## config.mk

```make
export PLATFORM = sky130hd
export DESIGN_NAME = cmos_frame_crop_flat
export DESIGN_NICKNAME = d
export VERILOG_FILES = /design/src/rtl/cmos_frame_crop_if.sv /design/src/rtl/cmos_frame_crop.sv /design/src/flat_wrapper.sv
export SDC_FILE = /design/constraint.sdc
export NUM_CORES = 1
export LEC_CHECK = 0
export CORE_UTILIZATION = 45
export DETAILED_ROUTE_END_ITERATION = 12
export PLACE_DENSITY = 0.75
export SLEW_MARGIN = 20
export SYNTH_ARGS = -nofsm -noshare
export SYNTH_HDL_FRONTEND = slang
export SYNTH_SLANG_ARGS = --single-unit
```

## constraint.sdc

```tcl
create_clock -name clk -period 1.8 [get_ports clk]
set_input_delay 0.36 -clock clk [delete_from_list [all_inputs] [get_ports clk]]
set_output_delay 0.36 -clock clk [all_outputs]
set_load 0.1 [all_outputs]
```

## src/rtl/cmos_frame_crop_if.sv

```systemverilog
// Camera-side pixel stream in, cropped display stream and frame status out.
interface cmos_frame_crop_if;
  logic        vs_i;
  logic        de_i;
  logic [15:0] pdata_i;
  logic        de_o;
  logic [15:0] pdata_o;
  logic        frame_start;
  logic        frame_err;
  logic [7:0]  frame_cnt;
  logic [11:0] line_cnt;

  // Crop block view: consumes the camera stream, produces the cropped stream.
  modport slave (
    input  vs_i, de_i, pdata_i,
    output de_o, pdata_o, frame_start, frame_err, frame_cnt, line_cnt
  );

  // Source/sink view: drives the camera stream, observes the cropped stream.
  modport master (
    output vs_i, de_i, pdata_i,
    input  de_o, pdata_o, frame_start, frame_err, frame_cnt, line_cnt
  );
endinterface

```

## src/rtl/cmos_frame_crop.sv

```systemverilog
// Camera frame aligner and crop window. Locks onto vsync, counts pixels and
// lines, forwards only pixels inside the window and reports per-frame
// geometry errors plus a wrapping completed-frame count.
module cmos_frame_crop #(
  parameter int unsigned H_START  = 0,
  parameter int unsigned V_START  = 0,
  parameter int unsigned H_ACTIVE = 480,
  parameter int unsigned V_ACTIVE = 272,
  parameter bit          VS_POL   = 1'b1
) (
  input logic             clk,
  input logic             rst,
  cmos_frame_crop_if.slave bus
);

  // Window bounds held one bit wider than the counters so H_START+H_ACTIVE
  // may reach 4096 without wrapping.
  localparam logic [12:0] H_LO = 13'(H_START);
  localparam logic [12:0] H_HI = 13'(H_START + H_ACTIVE);
  localparam logic [12:0] V_LO = 13'(V_START);
  localparam logic [12:0] V_HI = 13'(V_START + V_ACTIVE);

  typedef enum logic [1:0] {SYNC, WAIT, RUN} state_t;

  state_t      state;
  logic        vs_a;
  logic        vs_d;
  logic        de_d;
  logic        boundary;
  logic        de_fall;
  logic [11:0] x_cnt;
  logic [11:0] y_cnt;
  logic        short_line;
  logic [12:0] x_ext;
  logic [12:0] y_ext;
  logic        in_h;
  logic        in_v;
  logic        pass;

  assign vs_a     = (bus.vs_i == VS_POL);
  assign boundary = vs_a & ~vs_d;
  assign de_fall  = de_d & ~bus.de_i;
  assign x_ext    = {1'b0, x_cnt};
  assign y_ext    = {1'b0, y_cnt};
  assign in_h     = (x_ext >= H_LO) && (x_ext < H_HI);
  assign in_v     = (y_ext >= V_LO) && (y_ext < V_HI);
  // The vsync cycle itself is never forwarded, even if it lands mid-line.
  assign pass     = (state == RUN) && bus.de_i && !vs_a && in_h && in_v;
  assign bus.line_cnt = y_cnt;

  // Delayed copies of vsync and pixel-valid for edge detection.
  always_ff @(posedge clk or posedge rst) begin
    if (rst) begin
      vs_d <= 1'b0;
      de_d <= 1'b0;
    end else begin
      vs_d <= vs_a;
      de_d <= bus.de_i;
    end
  end

  // Frame alignment FSM with pixel/line counters and registered outputs.
  always_ff @(posedge clk or posedge rst) begin
    if (rst) begin
      state           <= SYNC;
      x_cnt           <= '0;
      y_cnt           <= '0;
      short_line      <= 1'b0;
      bus.de_o        <= 1'b0;
      bus.pdata_o     <= '0;
      bus.frame_start <= 1'b0;
      bus.frame_err   <= 1'b0;
      bus.frame_cnt   <= '0;
    end else begin
      bus.frame_start <= boundary;
      bus.de_o        <= pass;
      bus.pdata_o     <= pass ? bus.pdata_i : 16'h0000;
      case (state)
        SYNC: begin
          x_cnt      <= '0;
          y_cnt      <= '0;
          short_line <= 1'b0;
          if (boundary) state <= WAIT;
        end
        WAIT: begin
          x_cnt      <= '0;
          y_cnt      <= '0;
          short_line <= 1'b0;
          if (!vs_a) state <= RUN;
        end
        RUN: begin
          if (boundary) begin
            // Frame end takes priority over a coinciding line end, so the
            // final line is judged with the line count it had before.
            state         <= WAIT;
            x_cnt         <= '0;
            bus.frame_cnt <= bus.frame_cnt + 8'd1;
            bus.frame_err <= short_line | (y_ext < V_HI);
          end else if (de_fall) begin
            x_cnt <= '0;
            if (y_cnt != 12'hFFF) y_cnt <= y_cnt + 12'd1;
            // Lines shorter than the window only matter inside the V window.
            if (in_v && (x_ext < H_HI)) short_line <= 1'b1;
          end else if (bus.de_i && (x_cnt != 12'hFFF)) begin
            x_cnt <= x_cnt + 12'd1;
          end
        end
        default: state <= SYNC;
      endcase
    end
  end

endmodule

```

## src/flat_wrapper.sv

```systemverilog
// flat-port wrapper written by rule: the top's interface ports become plain ports
module cmos_frame_crop_flat 
#(
  parameter int unsigned H_START  = 0,
  parameter int unsigned V_START  = 0,
  parameter int unsigned H_ACTIVE = 480,
  parameter int unsigned V_ACTIVE = 272,
  parameter bit          VS_POL   = 1'b1
)
  (clk, rst, bus_vs_i, bus_de_i, bus_pdata_i, bus_de_o, bus_pdata_o, bus_frame_start, bus_frame_err, bus_frame_cnt, bus_line_cnt);
  cmos_frame_crop_if bus_i ();
  input logic clk;
  input logic rst;
  input wire logic [$bits(bus_i.vs_i)-1:0] bus_vs_i;
  input wire logic [$bits(bus_i.de_i)-1:0] bus_de_i;
  input wire logic [$bits(bus_i.pdata_i)-1:0] bus_pdata_i;
  output wire logic [$bits(bus_i.de_o)-1:0] bus_de_o;
  output wire logic [$bits(bus_i.pdata_o)-1:0] bus_pdata_o;
  output wire logic [$bits(bus_i.frame_start)-1:0] bus_frame_start;
  output wire logic [$bits(bus_i.frame_err)-1:0] bus_frame_err;
  output wire logic [$bits(bus_i.frame_cnt)-1:0] bus_frame_cnt;
  output wire logic [$bits(bus_i.line_cnt)-1:0] bus_line_cnt;
  assign bus_i.vs_i = bus_vs_i;
  assign bus_i.de_i = bus_de_i;
  assign bus_i.pdata_i = bus_pdata_i;
  assign bus_de_o = bus_i.de_o;
  assign bus_pdata_o = bus_i.pdata_o;
  assign bus_frame_start = bus_i.frame_start;
  assign bus_frame_err = bus_i.frame_err;
  assign bus_frame_cnt = bus_i.frame_cnt;
  assign bus_line_cnt = bus_i.line_cnt;
  cmos_frame_crop #(.H_START(H_START), .V_START(V_START), .H_ACTIVE(H_ACTIVE), .V_ACTIVE(V_ACTIVE), .VS_POL(VS_POL)) u_core (.clk(clk), .rst(rst), .bus(bus_i));
endmodule
```

==> results of run 1 <==
-- cell families (layout without fill, tap and decap cells) --
logic type      after synthesis  count (layout)  share of synthesized area (%)
compound gates               47              47                           12.5
flops                        56              56                           53.1
mux                           7               7                           2.75
simple gates                106             106                           24.7
buf+inv                      18             108                           3.27
xor+xnor                      7               7                           2.32
fa+ha+maj                     3               3                           1.42
-- registers in the layout, indices dropped and copies added (netlist names) --
register	count
u_core.bus.pdata_o	16
u_core.bus.line_cnt	12
u_core.x_cnt	12
u_core.bus.frame_cnt	8
u_core.state	2
u_core.bus.de_o	1
u_core.bus.frame_err	1
u_core.bus.frame_start	1
u_core.de_d	1
u_core.short_line	1
u_core.vs_d	1
-- cells in the final DEF (no fill, tap or decap), drive strengths merged, types with 3 or more instances in the layout --
| cell type | n |
|---|---|
| and4 | 5 |
| mux2i | 5 |
| and3 | 5 |
| inv | 6 |
| nor2 | 8 |
| xnor2 | 4 |
| dfrtp | 56 |
| clkbuf | 8 |
| a31oi | 3 |
| or4 | 5 |
| clkdlybuf4s50 | 17 |
| nand2b | 5 |
| a21oi | 10 |
| xor2 | 3 |
| and2 | 18 |
| ha | 3 |
| nand4 | 10 |
| nand3 | 15 |
| o21ai | 8 |
| nor3 | 7 |
| buf | 73 |
| o31ai | 6 |
| nand2 | 15 |
-- cell type report --
cell class                      instances  area share [%]
Clock buffer                            7            2.06
Timing Repair Buffer                   93            31.0
Sequential cell                        56            33.9
Clock inverter                          1           0.179
Multi-Input combinational cell        170            30.0
Inverter                                7           0.628
Tap cell                               72            2.15
-- stage by stage --
stage               utilization (%)  hold slack [ns]
finish                         75.1            0.403
global route                   75.1            0.431
CTS                            73.0            0.423
detailed placement             71.2            0.489
global placement               71.2            0.476
floorplan                         -            0.391
-- critical path, delay by kind of cell, from the launching register on --
family,cells,cell delay [ns]
AOI/OAI and AO/OA,1,0.36
buffers and inverters,2,0.33
DFF,1,0.45
muxes,1,0.21
and+or+nand+nor,2,0.36
-- power by group through the flow --
stage	registers [mW]	clock network (mW)	logic [mW]
finish	1.42	0.717	1.01
global route	1.43	0.785	1.06
CTS	1.42	0.752	0.981
detailed placement	1.44	0	0.981
global placement	1.44	0	0.958
floorplan	1.78	0	0.206
-- worst max path at each step --
| stage | start | to | slack, ns | depth (start not counted) |
|---|---|---|---|---|
| after detailed placement | bus_vs_i | u_core.bus.line_cnt[7] | -0.41 | 6 |
| after floorplan | u_core.bus.line_cnt[1] | u_core.bus.line_cnt[0] | -0.16 | 6 |
| after global routing | u_core.vs_d | u_core.bus.line_cnt[0] | -0.06 | 6 |
| final | u_core.vs_d | u_core.bus.line_cnt[0] | 0.03 | 6 |
| after CTS | u_core.bus.line_cnt[1] | u_core.bus.line_cnt[6] | 0.03 | 6 |
| after global placement | bus_vs_i | u_core.bus.line_cnt[7] | -0.33 | 6 |
-- metal layers --
| layer | vias to the layer above | routed length [microns] | global-route usage [%] |
|---|---|---|---|
| met5 | - | 0 | 0 |
| met4 | 0 | 101 | 8.15 |
| met3 | 11 | 299 | 4.88 |
| met2 | 71 | 3440 | 39.6 |
| met1 | 1128 | 2750 | 28.5 |
| li1 | 1076 | - | - |
-- what timing repair did --
| action | CTS | global route |
|---|---|---|
| endpoints found under the setup margin | 10 | 29 |
| buffers inserted | 0 | 4 |
| resized for setup | 3 | 14 |
| pin swaps | 1 | 6 |
| cloned | 0 | 1 |
| hold buffers | 0 | 0 |
| hold endpoints to repair | 0 | 0 |
==> flow_summary.toml, run 1 <==
[timing]
final.setup.worst_slack_ns = 0.0261
report.final.slew_viol_count = 0
fin_crit_sh_pct = 98.6
final_hold_violations = 0
worst_clock_skew_ns = 0.0119
max-slew-margin-rel_pct = 77.0
clock.fmax_mhz = 564
tns_ns = 0
fin_crit_ns = 1.77
worstMarginPinSlew_ns = 0.342
finalSetupViolations = 0
grt_setup_unrepaired = "true"

[synth]
synth.top_cells.by_area = "sky130_fd_sc_hd__dfrtp_1 (53%), sky130_fd_sc_hd__and2_1 (4.3%), sky130_fd_sc_hd__nand3_1 (2.8%)"
ys_async_sr_fraction_pct = 100
mappedNetlistNets = 267
netlist.top_cell.by_area = "sky130_fd_sc_hd__dfrtp_1"
post_synth_instance_area_sq_um = 2640
synthFlopType = "sky130_fd_sc_hd__dfrtp_1"
post_synthesis_sequential_area_ratio_pct = 53.1
synthesis.area_per_instance_sq_um = 10.8
yosys_warnings = 0
netlist.area_leader.share_pct = 53.1
synth.distinct_cells = 53
synth_cells = 244
yosys_register_bits = 56
synth_common_cells = "sky130_fd_sc_hd__dfrtp_1 (56), sky130_fd_sc_hd__and2_1 (18), sky130_fd_sc_hd__nand2_1 (15), sky130_fd_sc_hd__nand3_1 (15)"
synthMostInstantiatedCell = "sky130_fd_sc_hd__dfrtp_1"
synth_edf_count = 0

[placed_design]
io_buffer_count = 58
hpwlAfterDp_microns = 4680
dp_cells = 393
dpl-instance-area_sq_um = 3970
placement.setup.worst_slack_ns = -0.408
routability_cong = 0.872

[global_route]
grt.overflow.total = 0
track_usage_pct = 23.1
grt_first_pass_wirelength_microns = 11200
vias_in_the_first_global_route = 2287
antenna_found_initial = 0
grt_max_degree = 57

[power]
power_frac_comb_pct = 32.2
part_of_the_power_in_registers_pct = 45.0
power_switching_share_pct = 35.0
power.internal_mw = 2.05
power.share.clock_pct = 22.8
worst_supply_voltage_drop_on_vdd_uv = 504
p_total_mw = 3.15
netSwitchingPower_mw = 1.10
power_density_of_the_placed_cells_nw_per_um2 = 752
p_leak_nw = 1.82

[critical_path]
critical_path_class = "reg -> reg"
worst_ep_required_ns = 2.06
critPathMaxFanout = 10
critical_path.reg2reg.startpoint = "u_core.vs_d"
r2r.worst_path.cells = 6
crit_path_max_cell_delay_ns = 0.45
worst_setup_path_start_kind = "register"
end_kind = "register"
critical_path.slowest_cell = "sky130_fd_sc_hd__dfrtp_1"
critical_path.cell_chain = "nor2b_4 -> o41a_1 -> buf_4 -> clkbuf_16 -> nor3_2 -> mux2_2"
critical_path.reg2reg.endpoint = "u_core.bus.line_cnt[0]"
critical_path_arrival_ns = 2.04
ff2ff_setup_slack_ns = 0.03

[floorplanning]
area_of_the_die_sq_um = 6180
number_of_top_level_design_ports = 59
fp.dieW_microns = 78.6
floorplan.die.height_microns = 78.6
placement_rows = 27
coreArea_sq_um = 5570
initial_utilization_pct = 47.4

[layout]
instances_no_fill = 406
area_added_between_synthesis_and_finish_pct = 58.4
layout-drive-gt1-share_pct = 35.9
antenna_cells = 0
nets = 356
postLayoutCellArea_sq_um = 4180
num-fill-cells = 363
multi_input_area_sq_um = 1260
ff_latch_area_sq_um = 1420

[routing]
drtAntennaViolNets = 0
totalWireLength_microns = 6590
drt-vias-per-instance = 5.63
routedWlPerCell_microns = 16.2
initialDrtViolationCount = 147
drc_errors = 0
route.vias.total = 2286
drtPass1Iterations = 4

[cts]
count_of_clock_tree_sinks = 56
cts.path.max_buffers = 2
cts_tree = "yes"
cts_root_buffer = "sky130_fd_sc_hd__clkbuf_8"
later_pin_clock_latency_in_the_skew_report_ns = 0.32
maximum_level_of_the_cts_h_tree = 2
path_clk_slew_ns = 0.10
cts_made_buffers = 5

[status]
outcome = "finished clean"

[worst_hold_path]
hold_class = "in -> async"

[job]
maxCapViolCount = 0
Power figures use the tool's default switching activity.
==> inputs of run 2 (changes only) <==
--- a/config.mk
+++ b/config.mk
@@ -5,9 +5,11 @@
 export SDC_FILE = /design/constraint.sdc
 export NUM_CORES = 1
 export LEC_CHECK = 0
+export ABC_CLOCK_PERIOD_IN_PS = 1800
 export CORE_UTILIZATION = 45
 export DETAILED_ROUTE_END_ITERATION = 12
 export PLACE_DENSITY = 0.75
+export SKIP_LAST_GASP = 1
 export SLEW_MARGIN = 20
 export SYNTH_ARGS = -nofsm -noshare
 export SYNTH_HDL_FRONTEND = slang
==> run 2 against run 1 <==
Net effect: the run now ends with setup timing left; clock-buffer cell count did not move; largest power group unchanged; largest cell class unchanged; final cell count fell by 0.25%; setup slack got worse by 0.054 ns; critical path type is now in -> reg; die area did not move.
==> flow_summary.toml, run 2 (synthesis results as in run 1) <==
[critical_path]
critical_path.cell_chain = "clkdlybuf4s50_1 -> o41a_1 -> buf_12 -> or3_1 -> a22o_1"
critical_path_arrival_ns = 2.04
worst_setup_path_start_kind = "input pin"
worst_ep_required_ns = 2.02
critical_path_class = "in -> reg"
ff2ff_setup_slack_ns = -0.03
end_kind = "register"
critical_path.slowest_cell = "sky130_fd_sc_hd__o41a_1"
crit_path_max_cell_delay_ns = 0.47
top_family_by_delay_on_critical_path = "compound AO/OA/AOI/OAI gates"
critPathMaxFanout = 10
critical_path.n_buffers_inverters = 2

[routing]
routedWlPerCell_microns = 16.0
route.vias.total = 2277
drtAntennaViolNets = 0
totalWireLength_microns = 6490
drtPass1Iterations = 4
drt-vias-per-instance = 5.62
initialDrtViolationCount = 115
drc_errors = 0

[timing]
report.final.slew_viol_count = 0
finalSetupViolations = 7
tns_ns = -0.108
final.setup.worst_slack_ns = -0.0282
final_hold_violations = 0
grt_setup_unrepaired = "true"
worstMarginPinSlew_ns = 0.350
fin_crit_ns = 1.83
clock.fmax_mhz = 547
fin_crit_sh_pct = 102
max-slew-margin-rel_pct = 76.5
worst_clock_skew_ns = 0.0128

[floorplanning]
placement_rows = 27
coreArea_sq_um = 5570
fp.dieW_microns = 78.6
number_of_top_level_design_ports = 59
floorplan.die.height_microns = 78.6
area_of_the_die_sq_um = 6180
initial_utilization_pct = 47.4

[power]
power_density_of_the_placed_cells_nw_per_um2 = 754
worst_supply_voltage_drop_on_vdd_uv = 504
p_leak_nw = 1.82

[placed_design]
hpwlAfterDp_microns = 4680
io_buffer_count = 58
routability_cong = 0.872

[status]
violations = "setup timing"
outcome = "complete, but fails checks"

[global_route]
vias_in_the_first_global_route = 2287
grt_max_degree = 57
track_usage_pct = 23.1
grt_first_pass_wirelength_microns = 11200
antenna_found_initial = 0
grt.overflow.total = 0

[layout]
antenna_cells = 0
largest_reg_flops = 16
leading_cell_types_in_the_layout_fill_and_taps_excluded = "sky130_fd_sc_hd__buf_12 (42), sky130_fd_sc_hd__dfrtp_1 (41), sky130_fd_sc_hd__buf_4 (29), sky130_fd_sc_hd__clkdlybuf4s50_1 (18), sky130_fd_sc_hd__and2_1 (17)"
layout_commonest_cell = "sky130_fd_sc_hd__buf_12"
layout-drive-gt1-share_pct = 35.7
nets = 355
largest_register = "u_core.bus.pdata_o"
area_added_between_synthesis_and_finish_pct = 58.2
finalCoreUtilization_pct = 75.0

[cts]
cts.path.max_buffers = 2
cts_made_buffers = 5
maximum_level_of_the_cts_h_tree = 2
cts_root_buffer = "sky130_fd_sc_hd__clkbuf_8"
path_clk_slew_ns = 0.10
count_of_clock_tree_sinks = 56
cts_tree = "yes"
later_pin_clock_latency_in_the_skew_report_ns = 0.32

[worst_hold_path]
hold_class = "in -> reg"

[job]
maxCapViolCount = 0
## run 2: area by class of cell
| cell class | count | area, sq um |
|---|---|---|
| Fill cell | 364 | 1400 |
| Sequential cell | 56 | 1420 |
| Multi-Input combinational cell | 170 | 1260 |
| Clock buffer | 7 | 86.3 |
| Inverter | 7 | 26.3 |
| Tap cell | 72 | 90.1 |
| Timing Repair Buffer | 92 | 1290 |
| Clock inverter | 1 | 7.51 |
## run 2: power breakdown
group,total [mW],internal [mW],switching (mW),leakage [nW]
clock network,0.719,0.314,0.405,0.0445
registers,1.42,1.33,0.0874,0.739
logic,1.02,0.408,0.609,1.04
total,3.15,2.05,1.10,1.82
## run 2: path summary, 6_finish.rpt
check                                       start                     end  depth (start not counted)
worst max register to register        u_core.vs_d  u_core.bus.line_cnt[7]                          5
worst max-delay path                     bus_de_i  u_core.bus.line_cnt[7]                          5
max in group asynchronous                     rst  u_core.bus.line_cnt[9]                          3
worst min register to register  u_core.short_line       u_core.short_line                          1
worst min-delay path                     bus_vs_i             u_core.vs_d                          2
min in group asynchronous                     rst  u_core.bus.line_cnt[3]                          3
## run 2: routing by layer
layer,GRT usage (%),up-vias,share of wire [%]
li1,-,1082,-
met1,28.5,1114,42
met2,39.6,69,52
met3,4.88,12,4.5
met4,8.15,0,1.8
met5,0,-,0
## run 2: through the flow
| stage | total power, mW | std cells | setup slack [ns] | hold WS [ns] | cell area [sq um] |
|---|---|---|---|---|---|
| after floorplan | 1.99 | 244 | -0.161 | 0.391 | 2710 |
| after global placement | 2.39 | 393 | -0.333 | 0.476 | 3970 |
| after detailed placement | 2.42 | 393 | -0.408 | 0.489 | 3970 |
| after CTS | 3.15 | 401 | -0.0619 | 0.425 | 4070 |
| after global routing | 3.27 | 405 | -0.0949 | 0.361 | 4180 |
| final | 3.15 | 405 | -0.0282 | 0.362 | 4180 |
## run 2: what timing repair did
action / in CTS / in global routing
setup endpoints to repair: 10 / 32
hold buffers: 0 / 0
pin swaps: 1 / 5
setup buffers: 0 / 3
cloned: 0 / 1
resized for setup: 1 / 14
hold endpoints to repair: 0 / 0
## run 2: worst register-to-register path: stages (launching register included)
cell                      delay [ns]
sky130_fd_sc_hd__dfrtp_1        0.45
sky130_fd_sc_hd__nor2b_4        0.06
sky130_fd_sc_hd__o41a_1         0.42
sky130_fd_sc_hd__buf_12         0.16
sky130_fd_sc_hd__or3_1          0.38
sky130_fd_sc_hd__a22o_1         0.25
